--- config.mk ---
export PLATFORM = sky130hd
export DESIGN_NAME = dcache_ctrl
export DESIGN_NICKNAME = d
export VERILOG_FILES = /design/src/rtl/dcache_pkg.sv /design/src/rtl/dcache_word_merge.sv /design/src/rtl/dcache_ctrl.sv
export SDC_FILE = /design/constraint.sdc
export NUM_CORES = 1
export LEC_CHECK = 0
export CAP_MARGIN = 25
export CORE_AREA = 2 2 474 476
export DETAILED_ROUTE_END_ITERATION = 6
export DIE_AREA = 0 0 476 478
export PLACE_DENSITY_LB_ADDON = 0.12
export SYNTH_ARGS = -nofsm -noshare
export SYNTH_HDL_FRONTEND = slang
export SYNTH_HIERARCHICAL = 1
export SYNTH_SLANG_ARGS = --single-unit
--- constraint.sdc ---
create_clock -name clk_i -period 28.2 [get_ports clk_i]
set_input_delay 4.23 -clock clk_i [delete_from_list [all_inputs] [get_ports clk_i]]
set_output_delay 4.23 -clock clk_i [all_outputs]
set_load 0.05 [all_outputs]
--- src/rtl/dcache_pkg.sv ---
// Shared types and address/tag field constants for the 2-way, 16-set write-back dcache controller.
package dcache_pkg;

  localparam int unsigned ADDR_W   = 32;
  localparam int unsigned INDEX_W  = 4;
  localparam int unsigned OFFSET_W = 5;
  localparam int unsigned TAG_W    = ADDR_W - INDEX_W - OFFSET_W;
  localparam int unsigned LINE_W   = 256;
  localparam int unsigned WORD_W   = 32;
  localparam int unsigned WSEL_W   = 3;
  localparam int unsigned STAG_W   = TAG_W + 2;

  // SRAM tag word layout: {valid, dirty, tag}
  localparam int unsigned VALID_BIT = 24;
  localparam int unsigned DIRTY_BIT = 23;

  // CPU byte address fields: [31:9] tag, [8:5] index, [4:2] word
  localparam int unsigned TAG_LSB   = 9;
  localparam int unsigned INDEX_LSB = 5;
  localparam int unsigned WORD_LSB  = 2;

  typedef enum logic [1:0] {IDLE, WB, REFILL, FILL} state_t;

  function automatic logic [ADDR_W-1:0] line_addr(input logic [TAG_W-1:0] tag,
                                                  input logic [INDEX_W-1:0] index);
    return {tag, index, {OFFSET_W{1'b0}}};
  endfunction

endpackage

--- src/rtl/dcache_word_merge.sv ---
// Combinational word select for loads and word replace for stores within a cache line.
module dcache_word_merge
  import dcache_pkg::*;
(
  input  logic [LINE_W-1:0] line,
  input  logic [WSEL_W-1:0] sel,
  input  logic [WORD_W-1:0] wdata,
  output logic [WORD_W-1:0] rdata,
  output logic [LINE_W-1:0] merged
);

  always_comb begin
    rdata  = line[sel*WORD_W +: WORD_W];
    merged = line;
    merged[sel*WORD_W +: WORD_W] = wdata;
  end

endmodule

--- src/rtl/dcache_ctrl.sv ---
// Write-back, write-allocate dcache miss/hit sequencer. Define DCACHE_STATS_EN to add
// hit/miss/write-back event counters (hit_cnt_o, miss_cnt_o, wb_cnt_o).
module dcache_ctrl
  import dcache_pkg::*;
(
  input  logic                clk_i,
  input  logic                rst_i,
  input  logic                cpu_req_i,
  input  logic                cpu_we_i,
  input  logic [ADDR_W-1:0]   cpu_addr_i,
  input  logic [WORD_W-1:0]   cpu_data_i,
  output logic [WORD_W-1:0]   cpu_data_o,
  output logic                cpu_stall_o,
  output logic [INDEX_W-1:0]  sram_addr_o,
  output logic [STAG_W-1:0]   sram_tag_o,
  output logic [LINE_W-1:0]   sram_data_o,
  output logic                sram_enable_o,
  output logic                sram_write_o,
  input  logic [STAG_W-1:0]   sram_tag_i,
  input  logic [LINE_W-1:0]   sram_data_i,
  input  logic                sram_hit_i,
  output logic                mem_enable_o,
  output logic                mem_write_o,
  output logic [ADDR_W-1:0]   mem_addr_o,
  output logic [LINE_W-1:0]   mem_data_o,
  input  logic [LINE_W-1:0]   mem_data_i,
  input  logic                mem_ack_i
`ifdef DCACHE_STATS_EN
  ,
  output logic [31:0]         hit_cnt_o,
  output logic [31:0]         miss_cnt_o,
  output logic [31:0]         wb_cnt_o
`endif
);

  state_t              state;
  logic [TAG_W-1:0]    miss_tag;
  logic [INDEX_W-1:0]  miss_index;
  logic [LINE_W-1:0]   line_q;
  logic [TAG_W-1:0]    cpu_tag;
  logic [INDEX_W-1:0]  cpu_index;
  logic [WORD_W-1:0]   rd_word;
  logic [LINE_W-1:0]   merged_line;
  logic                idle;
  logic                hit_now;
  logic                miss_now;
  logic                victim_dirty;

  assign cpu_tag      = cpu_addr_i[TAG_LSB +: TAG_W];
  assign cpu_index    = cpu_addr_i[INDEX_LSB +: INDEX_W];
  assign idle         = (state == IDLE);
  assign hit_now      = idle & cpu_req_i & sram_hit_i;
  assign miss_now     = idle & cpu_req_i & ~sram_hit_i;
  assign victim_dirty = sram_tag_i[VALID_BIT] & sram_tag_i[DIRTY_BIT];

  dcache_word_merge u_merge (
    .line   (sram_data_i),
    .sel    (cpu_addr_i[WORD_LSB +: WSEL_W]),
    .wdata  (cpu_data_i),
    .rdata  (rd_word),
    .merged (merged_line)
  );

  // line_q holds the victim line through WB, then is overwritten by the refill line
  always_ff @(posedge clk_i or posedge rst_i) begin
    if (rst_i) begin
      state        <= IDLE;
      mem_enable_o <= 1'b0;
      mem_write_o  <= 1'b0;
      mem_addr_o   <= '0;
      line_q       <= '0;
      miss_tag     <= '0;
      miss_index   <= '0;
    end else begin
      case (state)
        IDLE: if (miss_now) begin
          line_q       <= sram_data_i;
          miss_tag     <= cpu_tag;
          miss_index   <= cpu_index;
          mem_enable_o <= 1'b1;
          if (victim_dirty) begin
            state       <= WB;
            mem_write_o <= 1'b1;
            mem_addr_o  <= line_addr(sram_tag_i[TAG_W-1:0], cpu_index);
          end else begin
            state       <= REFILL;
            mem_write_o <= 1'b0;
            mem_addr_o  <= line_addr(cpu_tag, cpu_index);
          end
        end
        WB: if (mem_ack_i) begin
          state       <= REFILL;
          mem_write_o <= 1'b0;
          mem_addr_o  <= line_addr(miss_tag, miss_index);
        end
        REFILL: if (mem_ack_i) begin
          state        <= FILL;
          line_q       <= mem_data_i;
          mem_enable_o <= 1'b0;
        end
        FILL: state <= IDLE;
        default: state <= IDLE;
      endcase
    end
  end

  assign mem_data_o    = line_q;
  assign cpu_stall_o   = cpu_req_i & ~(idle & sram_hit_i);
  assign cpu_data_o    = cpu_req_i ? rd_word : '0;
  assign sram_addr_o   = cpu_index;
  assign sram_enable_o = cpu_req_i | ~idle;

  always_comb begin
    sram_write_o = 1'b0;
    sram_tag_o   = {1'b1, 1'b0, cpu_tag};
    sram_data_o  = merged_line;
    if (state == FILL) begin
      sram_write_o = 1'b1;
      sram_tag_o   = {1'b1, 1'b0, miss_tag};
      sram_data_o  = line_q;
    end else if (hit_now & cpu_we_i) begin
      sram_write_o = 1'b1;
      sram_tag_o   = {1'b1, 1'b1, cpu_tag};
    end
    if (rst_i) sram_write_o = 1'b0;
  end

`ifdef DCACHE_STATS_EN
  always_ff @(posedge clk_i or posedge rst_i) begin
    if (rst_i) begin
      hit_cnt_o  <= '0;
      miss_cnt_o <= '0;
      wb_cnt_o   <= '0;
    end else begin
      if (hit_now) hit_cnt_o <= hit_cnt_o + 32'd1;
      if (miss_now) miss_cnt_o <= miss_cnt_o + 32'd1;
      if (miss_now & victim_dirty) wb_cnt_o <= wb_cnt_o + 32'd1;
    end
  end
`endif

endmodule

==> results of run 1 <==
area by class of cell:
cell class,instances,area (µm²),area share
diodes,10,25.0,0.000584
multi-input cells,1606,16500,0.386
well taps,2992,3740,0.0874
clock buffers,92,1690,0.0394
repair buffers,1265,12600,0.295
clock inverters,9,88.8,0.00207
inverters,65,253,0.00590
flip-flops and latches,314,7860,0.183
cells in the final DEF (no fill, tap or decap), types with 2 or more instances in the layout:
cell type        synthesis  layout
clkbuf_1                40      20
mux2i_1                 59      59
diode_2                  0      10
ha_1                    11       8
buf_16                   0       5
nand2_1                163     162
o31ai_1                 23      23
clkbuf_16                0      55
nor2_1                  66      66
mux2_1                 175     175
mux2_4                  60      60
mux4_2                  64      64
nand2b_1                27      26
conb_1                   2       6
inv_1                   65      63
clkbuf_8                 0      17
and3_1                  25      25
a21oi_4                  0       2
nor3b_4                  3       4
o21ai_0                  2       2
clkdlybuf4s50_1          0    1204
nand3b_4                 2       2
mux2_2                 815     815
a21boi_0                24      24
clkinv_2                 0       7
ha_4                     0       2
dfrtp_1                314     314
buf_4                   41      52
and2_1                  64      64
buf_8                    0       3
metal layers:
layer / up-vias / part of all wire / global-route usage
met5: - / 0.0014 / 0
met4: 46 / 0.017 / 0.0296
met3: 191 / 0.076 / 0.0524
met2: 963 / 0.50 / 0.313
met1: 11877 / 0.40 / 0.205
li1: 10155 / - / -
metrics by stage:
step           utilization  cells  total power (W)  worst slack, ns  area (µm²)
6_report             0.192   6353          0.00541            15.43       42800
3_3_place_gp         0.183   6235          0.00477            14.77       40900
3_5_place_dp         0.184   6241          0.00476            15.27       41000
5_1_grt              0.192   6347          0.00564            15.24       42800
4_1_cts              0.192   6342          0.00552            15.26       42800
2_1_floorplan            -   2175          0.00326            15.28       25800
logic make-up (layout without fill, tap and decap cells):
| group | Yosys count | in the layout | share of synthesized area |
|---|---|---|---|
| mux | 1173 | 1173 | 0.547 |
| compound gates | 56 | 56 | 0.0166 |
| fa+ha+maj | 11 | 11 | 0.00534 |
| other cells | 2 | 16 | 0.000292 |
| flops | 314 | 314 | 0.305 |
| buf+inv | 255 | 1431 | 0.0559 |
| simple gates | 360 | 360 | 0.0700 |
where the power goes:
group          switching [W]  leakage, nW  internal (W)
sequential          0.000206         3.69      0.000695
combinational        0.00242         11.6       0.00137
clock               0.000298        0.876      0.000412
total                0.00293         16.1       0.00248
state kept, by name (all words and copies together) (netlist names):
register	cells
mem_enable_o	1
miss_index	4
mem_addr_o	27
state	2
miss_tag	23
mem_write_o	1
mem_data_o	256
final timing paths:
path / start / endpoint / cells past startpoint
min reg2reg: miss_index[2]$_DFFE_PP0P_ / miss_index[2]$_DFFE_PP0P_ / 1
max reg2reg: state[0]$_DFFE_PP0P_ / mem_data_o[173]$_DFFE_PP0P_ / 8
min in group asynchronous: rst_i / mem_addr_o[29]$_DFFE_PP0P_ / 2
min: miss_index[2]$_DFFE_PP0P_ / miss_index[2]$_DFFE_PP0P_ / 1
max in group asynchronous: rst_i / mem_data_o[184]$_DFFE_PP0P_ / 4
max: cpu_addr_i[2] / sram_data_o[184] / 10
==> run metrics, run 1 <==
clk_lat worst skew 0.69 ns; status finished clean; Setup TNS 0 ns; filler cell count around 25000; YS warnings 6; GRT Util Overall 0.175; worst path buffer plus inverter count 5; routed vias/inst 3.66; CP max stage cell clkdlybuf4s50_1; most frequent cells after synthesis mux2_2 (815), dfrtp_1 (314), mux2_1 (175), nand2_1 (163), buf_2 (77); top fanout value on the critical path 27; dpl hpwl ~160000 µm; Layout area overhead 66.3%; Post-CTS Setup Bufs 0; final setup vio count 0; Data required, critical path 23.97 ns; library cells used by synthesis 42; TritonCTS clock tree built; kind of critical path input pin to output pin; Placer Congestion 0.806; mapped cell area 0.0258 mm²; Post-synth top flop dfrtp_1; DR DRC count 0; total iterations of the first detailed-routing run 5; Worst Skew 0.0274 ns; headroom to the max-slew limit 0.320; H-Tree Depth 2; Root Driver clkbuf_16; Fmax achieved 78.3 MHz; global-route wire length before repair 265000 µm; fin crit period 12.77 ns; Worst Setup Start Kind input pin; Crit path max-delay family buffers and inverters; GR Overflow Total 0; Routed Antenna Nets 0; Die H around 480 µm; slowest stage delay, CP a little under 1 ns; FFs w/ async S/R, synth 1.00; Yosys top cell area share 0.356; HP Class flop to flop; Clock Sinks 314; Clk pin slew, worst setup/hold paths 0.06 ns; power per cell area 126 mW/mm²; max cap viols 0; Max Buffers Root-to-Sink 3; nets 3925; quantity of hold-fixing buffers added after cts 0; Worst Hold Slack 0.500 ns; Leak Pwr 16.1 nW; crit-path cells buf_8, inv_1, ha_1, ha_1, nor3b_4, buf_8, buf_4, mux2_1, mux2_2, clkdlybuf4s50_1; vias 23232; top-count cell post-synth mux2_2; CP Capture Type output pin; FF+latch count, synth 314; largest area contributor in the netlist mux2_2; VDD IR max 0.0000525 V; antenna violations before repair 63; syn avg cell area 11.9 µm²; Routed WL per cell 32.5 µm; vias in the first global route 24936; largest cells by area after synthesis mux2_2 (36%), dfrtp_1 (31%), mux2_1 (7.7%); DRT iter0 DRCs 1015; Crit path arrival time 8.54 ns; Slew Limit Fails 0; post-CTS resize count 0; Initial Utilization 0.115; die width around 480 µm; Synth Instances 2171; RSZ-0062 raised after global routing false; r2r setup slk 22.74 ns; Tightest Pin Transition 1.02 ns; largest net degree at the start of global routing 77; EDFF count, synth 0; core area approximately 0.22 mm²; share of cells above drive strength 1 0.329; row count 174; TritonCTS buffer count 55; # port buffers 1208; io pins between 1000 and 1500; final hold viol count 0; drt total wl slightly above 200000 µm; Die ar. 0.228 mm²; register area share after synthesis 0.305; Final period util 0.453
No activity file was read; power rests on OpenSTA's default activity.
==> run 2: changes to the inputs <==
Clock period 28.2 ns to 13.1 ns, I/O delays scaled along.
==> run metrics, run 2 (same netlist as run 1, synthesis figures left out) <==
status finished with violations; failing checks slew limit; Leak Pwr 16.1 nW; max cap viols 0; Initial Utilization 0.115; headroom to the max-slew limit -0.0405; routed vias/inst 3.64; quantity of hold-fixing buffers added after cts 0; Fmax achieved approximately 110 MHz; antenna violations before repair 80; DRT iter0 DRCs 1111; Worst Hold Slack around 0.50 ns; commonest non-fill, non-tap cell in the layout clkdlybuf4s50_1; register area 0.00786 mm²; Crit path arrival time a little over 7 ns; total iterations of the first detailed-routing run 7; Placer Congestion 0.806; Data required, critical path 11.14 ns; dpl cells 6235; final hold viol count 0; core area 0.223 mm²; Clock Sinks 314; die width 476 µm; row count 174; commonest cells after routing, fill and taps aside clkdlybuf4s50_1 (1204), mux2_2 (815), dfrtp_1 (314); RSZ-0062 raised after global routing false; Worst Skew between 0.015 and 0.02 ns; max FFs per register 256; nets 3917; Max Buffers Root-to-Sink 3; TritonCTS clock tree built; DR DRC count 0; Slew Limit Fails 47; CP Capture Type output pin; area of the multi-input gates ~0.017 mm²; dpl hpwl around 160000 µm; global-route wire length before repair 265000 µm; GRT Util Overall 0.175; Routed WL per cell 32.6 µm; vias between 20000 and 25000; share of cells above drive strength 1 0.327; final std cells w/o fill approximately 6300; kind of critical path input pin to output pin; VDD IR max 0.000185 V; Final period util 0.695; Layout area overhead 66.0%; filler cell count 24568; Worst Setup Start Kind input pin; Die ar. around 0.23 mm²; GR Overflow Total 0; power per cell area 272 mW/mm²; top fanout value on the critical path 18; post-CTS resize count 0; clk_lat worst skew 0.68 ns; vias in the first global route 25061; drt total wl 207000 µm; Tightest Pin Transition 1.56 ns; H-Tree Depth 2; Clk pin slew, worst setup/hold paths ~0.050 ns; # port buffers 1208; final setup vio count 0; HP Class flop to flop; largest net degree at the start of global routing 121; fin crit period ~9.1 ns; Root Driver clkbuf_16; io pins 1217; Setup TNS 0 ns; TritonCTS buffer count 54; Post-CTS Setup Bufs 0; Routed Antenna Nets 0; Die H 478 µm
## run 2: changes by cell type in the layout (fill, tap and decap cells not counted)
| cell | previous run | this run |
|---|---|---|
| buf_12 | 0 | 3 |
| inv_6 | 1 | 0 |
| buf_8 | 3 | 1 |
| clkbuf_8 | 17 | 15 |
| buf_16 | 5 | 2 |
| clkinv_8 | 0 | 2 |
| inv_16 | 1 | 0 |
| buf_4 | 52 | 47 |
| bufinv_16 | 1 | 2 |
| diode_2 | 10 | 17 |
| clkinv_2 | 7 | 4 |
## run 2: layer usage
layer	global-route usage	part of all wire	vias up	routed length, µm
li1	-	-	10150	-
met1	0.197	0.39	11638	79800
met2	0.309	0.50	991	103000
met3	0.0584	0.083	245	17200
met4	0.0550	0.033	58	6810
met5	0	0.0017	-	356
## run 2: area by class of cell
type                    count  share of cell area
multi-input cells        1606               0.387
repair buffers           1258               0.293
flip-flops and latches    314               0.184
well taps                2992              0.0876
clock buffers              90              0.0388
inverters                  65             0.00591
clock inverters             7             0.00252
diodes                     17            0.000995
## run 2: final timing paths
check / start / to / slack, ns / cells past startpoint
worst min-delay path: miss_index[2]$_DFFE_PP0P_ / miss_index[2]$_DFFE_PP0P_ / 0.50 / 1
worst max-delay path: cpu_addr_i[3] / sram_data_o[72] / 3.99 / 9
max in group asynchronous: rst_i / mem_data_o[115]$_DFFE_PP0P_ / 9.04 / 4
worst min register to register: miss_index[2]$_DFFE_PP0P_ / miss_index[2]$_DFFE_PP0P_ / 0.50 / 1
min in group asynchronous: rst_i / mem_data_o[220]$_DFFE_PP0P_ / 1.83 / 2
worst max register to register: state[0]$_DFFE_PP0P_ / mem_data_o[173]$_DFFE_PP0P_ / 8.64 / 7
## run 2: power by group
group	leakage [nW]	switching (W)	total [W]	internal, W
sequential	3.69	0.000438	0.00193	0.00150
combinational	11.5	0.00521	0.00817	0.00296
clock	0.863	0.000643	0.00153	0.000890
total	16.1	0.00630	0.0116	0.00535
## run 2: through the flow
stage	cell area, µm²	setup slack (ns)	util	total power [W]
final	42700	3.99	0.192	0.0116
after global routing	42700	3.81	0.191	0.0122
after CTS	42700	3.72	0.191	0.0119
after detailed placement	40900	3.73	0.183	0.0103
after global placement	40900	3.78	0.183	0.0103
after floorplan	25800	2.45	-	0.00701
## run 2: worst max-delay path, stage by stage
cell             delay (ns)
buf_4                  0.42
clkinv_2               0.66
ha_1                   0.45
ha_1                   0.73
nand3b_4               0.68
buf_4                  0.58
mux2_4                 0.37
mux2_2                 0.25
clkdlybuf4s50_1        0.89
==> run 3: changes to the inputs <==
Clock period 13.1 ns to 7.5 ns, I/O delays scaled along.
==> run metrics, run 3 (same netlist as run 1, synthesis figures left out) <==
total iterations of the first detailed-routing run 5; routed vias/inst 3.60; Data required, critical path around 6.4 ns; launch point of the worst reg-to-reg path state[0]$_DFFE_PP0P_; die width 476 µm; Seq pwr share 0.164; final std cells w/o fill 6357; GRT Util Overall 0.169; Worst Hold Slack 0.501 ns; Root Driver clkbuf_16; Worst Skew 0.0286 ns; TritonCTS clock tree built; Clock Sinks 314; headroom to the max-slew limit 0.194; io pins roughly 1200; Leak Pwr 16.6 nW; Crit path arrival time roughly 5 ns; Clk pin slew, worst setup/hold paths 0.06 ns; Max Buffers Root-to-Sink 3; Die ar. 0.228 mm²; status finished clean; commonest non-fill, non-tap cell in the layout clkdlybuf4s50_1; top fanout value on the critical path 28; nets 3918; HP Class flop to flop; VDD IR max 0.000350 V; net switching power around 0.011 W; Worst Setup EP sram_data_o[229]; switching share of power 0.534; CP Capture Type output pin; Tightest Pin Transition between 1 and 1.5 ns; antenna violations before repair 49; Fmax achieved between 150 and 200 MHz; Worst Setup Start Kind input pin; Reg2Reg Depth 7; commonest cells after routing, fill and taps aside clkdlybuf4s50_1 (1014), mux2_2 (815), dfrtp_1 (314); core area 0.223 mm²; Internal 0.00967 W; Slew Limit Fails 0; row count 174; Placer Congestion 0.802; drt total wl 199000 µm; Final Power 0.0208 W; Die H between 400 and 500 µm; dpl hpwl 154000 µm; RR Endpoint mem_data_o[198]$_DFFE_PP0P_; largest net degree at the start of global routing 118; DRT iter0 DRCs 881; dpl cells 6233; Final period util 0.815; crit path from cpu_addr_i[2]; Clk pwr share 0.141; RSZ-0062 raised after global routing false; final hold viol count 0; Initial Utilization 0.115; Setup TNS 0 ns; max FFs per register 256; TritonCTS buffer count 57; Combinational Power Share 0.695; Layout area overhead 67.8%; Routed WL per cell 31.4 µm; fin crit period slightly above 6 ns; vias 22874; max cap viols 0; GR Overflow Total 0; Post-CTS Setup Bufs 0; quantity of hold-fixing buffers added after cts 0; kind of critical path input pin to output pin; setup ws final 1.38 ns; clk_lat worst skew 0.70 ns; final setup vio count 0; H-Tree Depth 2; vias in the first global route 24791; post-CTS resize count 0; DR DRC count 0; share of cells above drive strength 1 0.389; global-route wire length before repair 257000 µm; # port buffers between 1000 and 1500; power per cell area 480 mW/mm²; Routed Antenna Nets 0; r2r setup slk 3.97 ns; pre-CTS setup slack ~1.2 ns
-- run 3: worst min path at each step --
stage | from | end | slack, ns | cells past startpoint
after detailed placement | miss_index[3]$_DFFE_PP0P_ | miss_index[3]$_DFFE_PP0P_ | 0.49 | 1
after global routing | miss_index[0]$_DFFE_PP0P_ | miss_index[0]$_DFFE_PP0P_ | 0.51 | 1
after CTS | miss_index[2]$_DFFE_PP0P_ | miss_index[2]$_DFFE_PP0P_ | 0.51 | 1
after floorplan | miss_index[3]$_DFFE_PP0P_ | miss_index[3]$_DFFE_PP0P_ | 0.47 | 1
final | miss_index[2]$_DFFE_PP0P_ | miss_index[2]$_DFFE_PP0P_ | 0.50 | 1
after global placement | miss_index[3]$_DFFE_PP0P_ | miss_index[3]$_DFFE_PP0P_ | 0.48 | 1
-- run 3: critical path, cell delays in order --
cell             delay [ns]
clkbuf_8               0.33
inv_1                  0.16
ha_1                   0.84
or2_4                  0.76
buf_4                  0.32
nor2_1                 0.08
mux2_2                 0.26
mux2_2                 0.26
clkdlybuf4s50_1        0.75
-- run 3: power by group through the flow --
stage	Combinational, W	Sequential [W]	Clock, W
3_5_place_dp	0.0147	0.00345	0
3_3_place_gp	0.0147	0.00345	0
6_report	0.0144	0.00341	0.00293
5_1_grt	0.0150	0.00354	0.00313
4_1_cts	0.0147	0.00343	0.00310
2_1_floorplan	0.00632	0.00592	0
-- run 3: cell type report --
type	count	area, µm²
repair buffers	1256	12800
clock buffers	86	1760
well taps	2992	3740
flip-flops and latches	314	7860
diodes	16	40.0
fillers	24555	180000
multi-input cells	1606	16500
inverters	65	249
clock inverters	22	243
-- run 3: metal layers --
layer  up-vias  wire [µm]  track usage
met5         -        185            0
met4        28       3530       0.0322
met3       164      18100       0.0623
met2       908      98200        0.296
met1     11602      79500        0.195
li1      10172          -            -
-- run 3: per-stage QoR --
step	util	cell area, µm²
detailed placement	0.185	41200
global route	0.194	43200
global placement	0.184	41200
CTS	0.193	43200
floorplan	-	25800
finish	0.194	43200
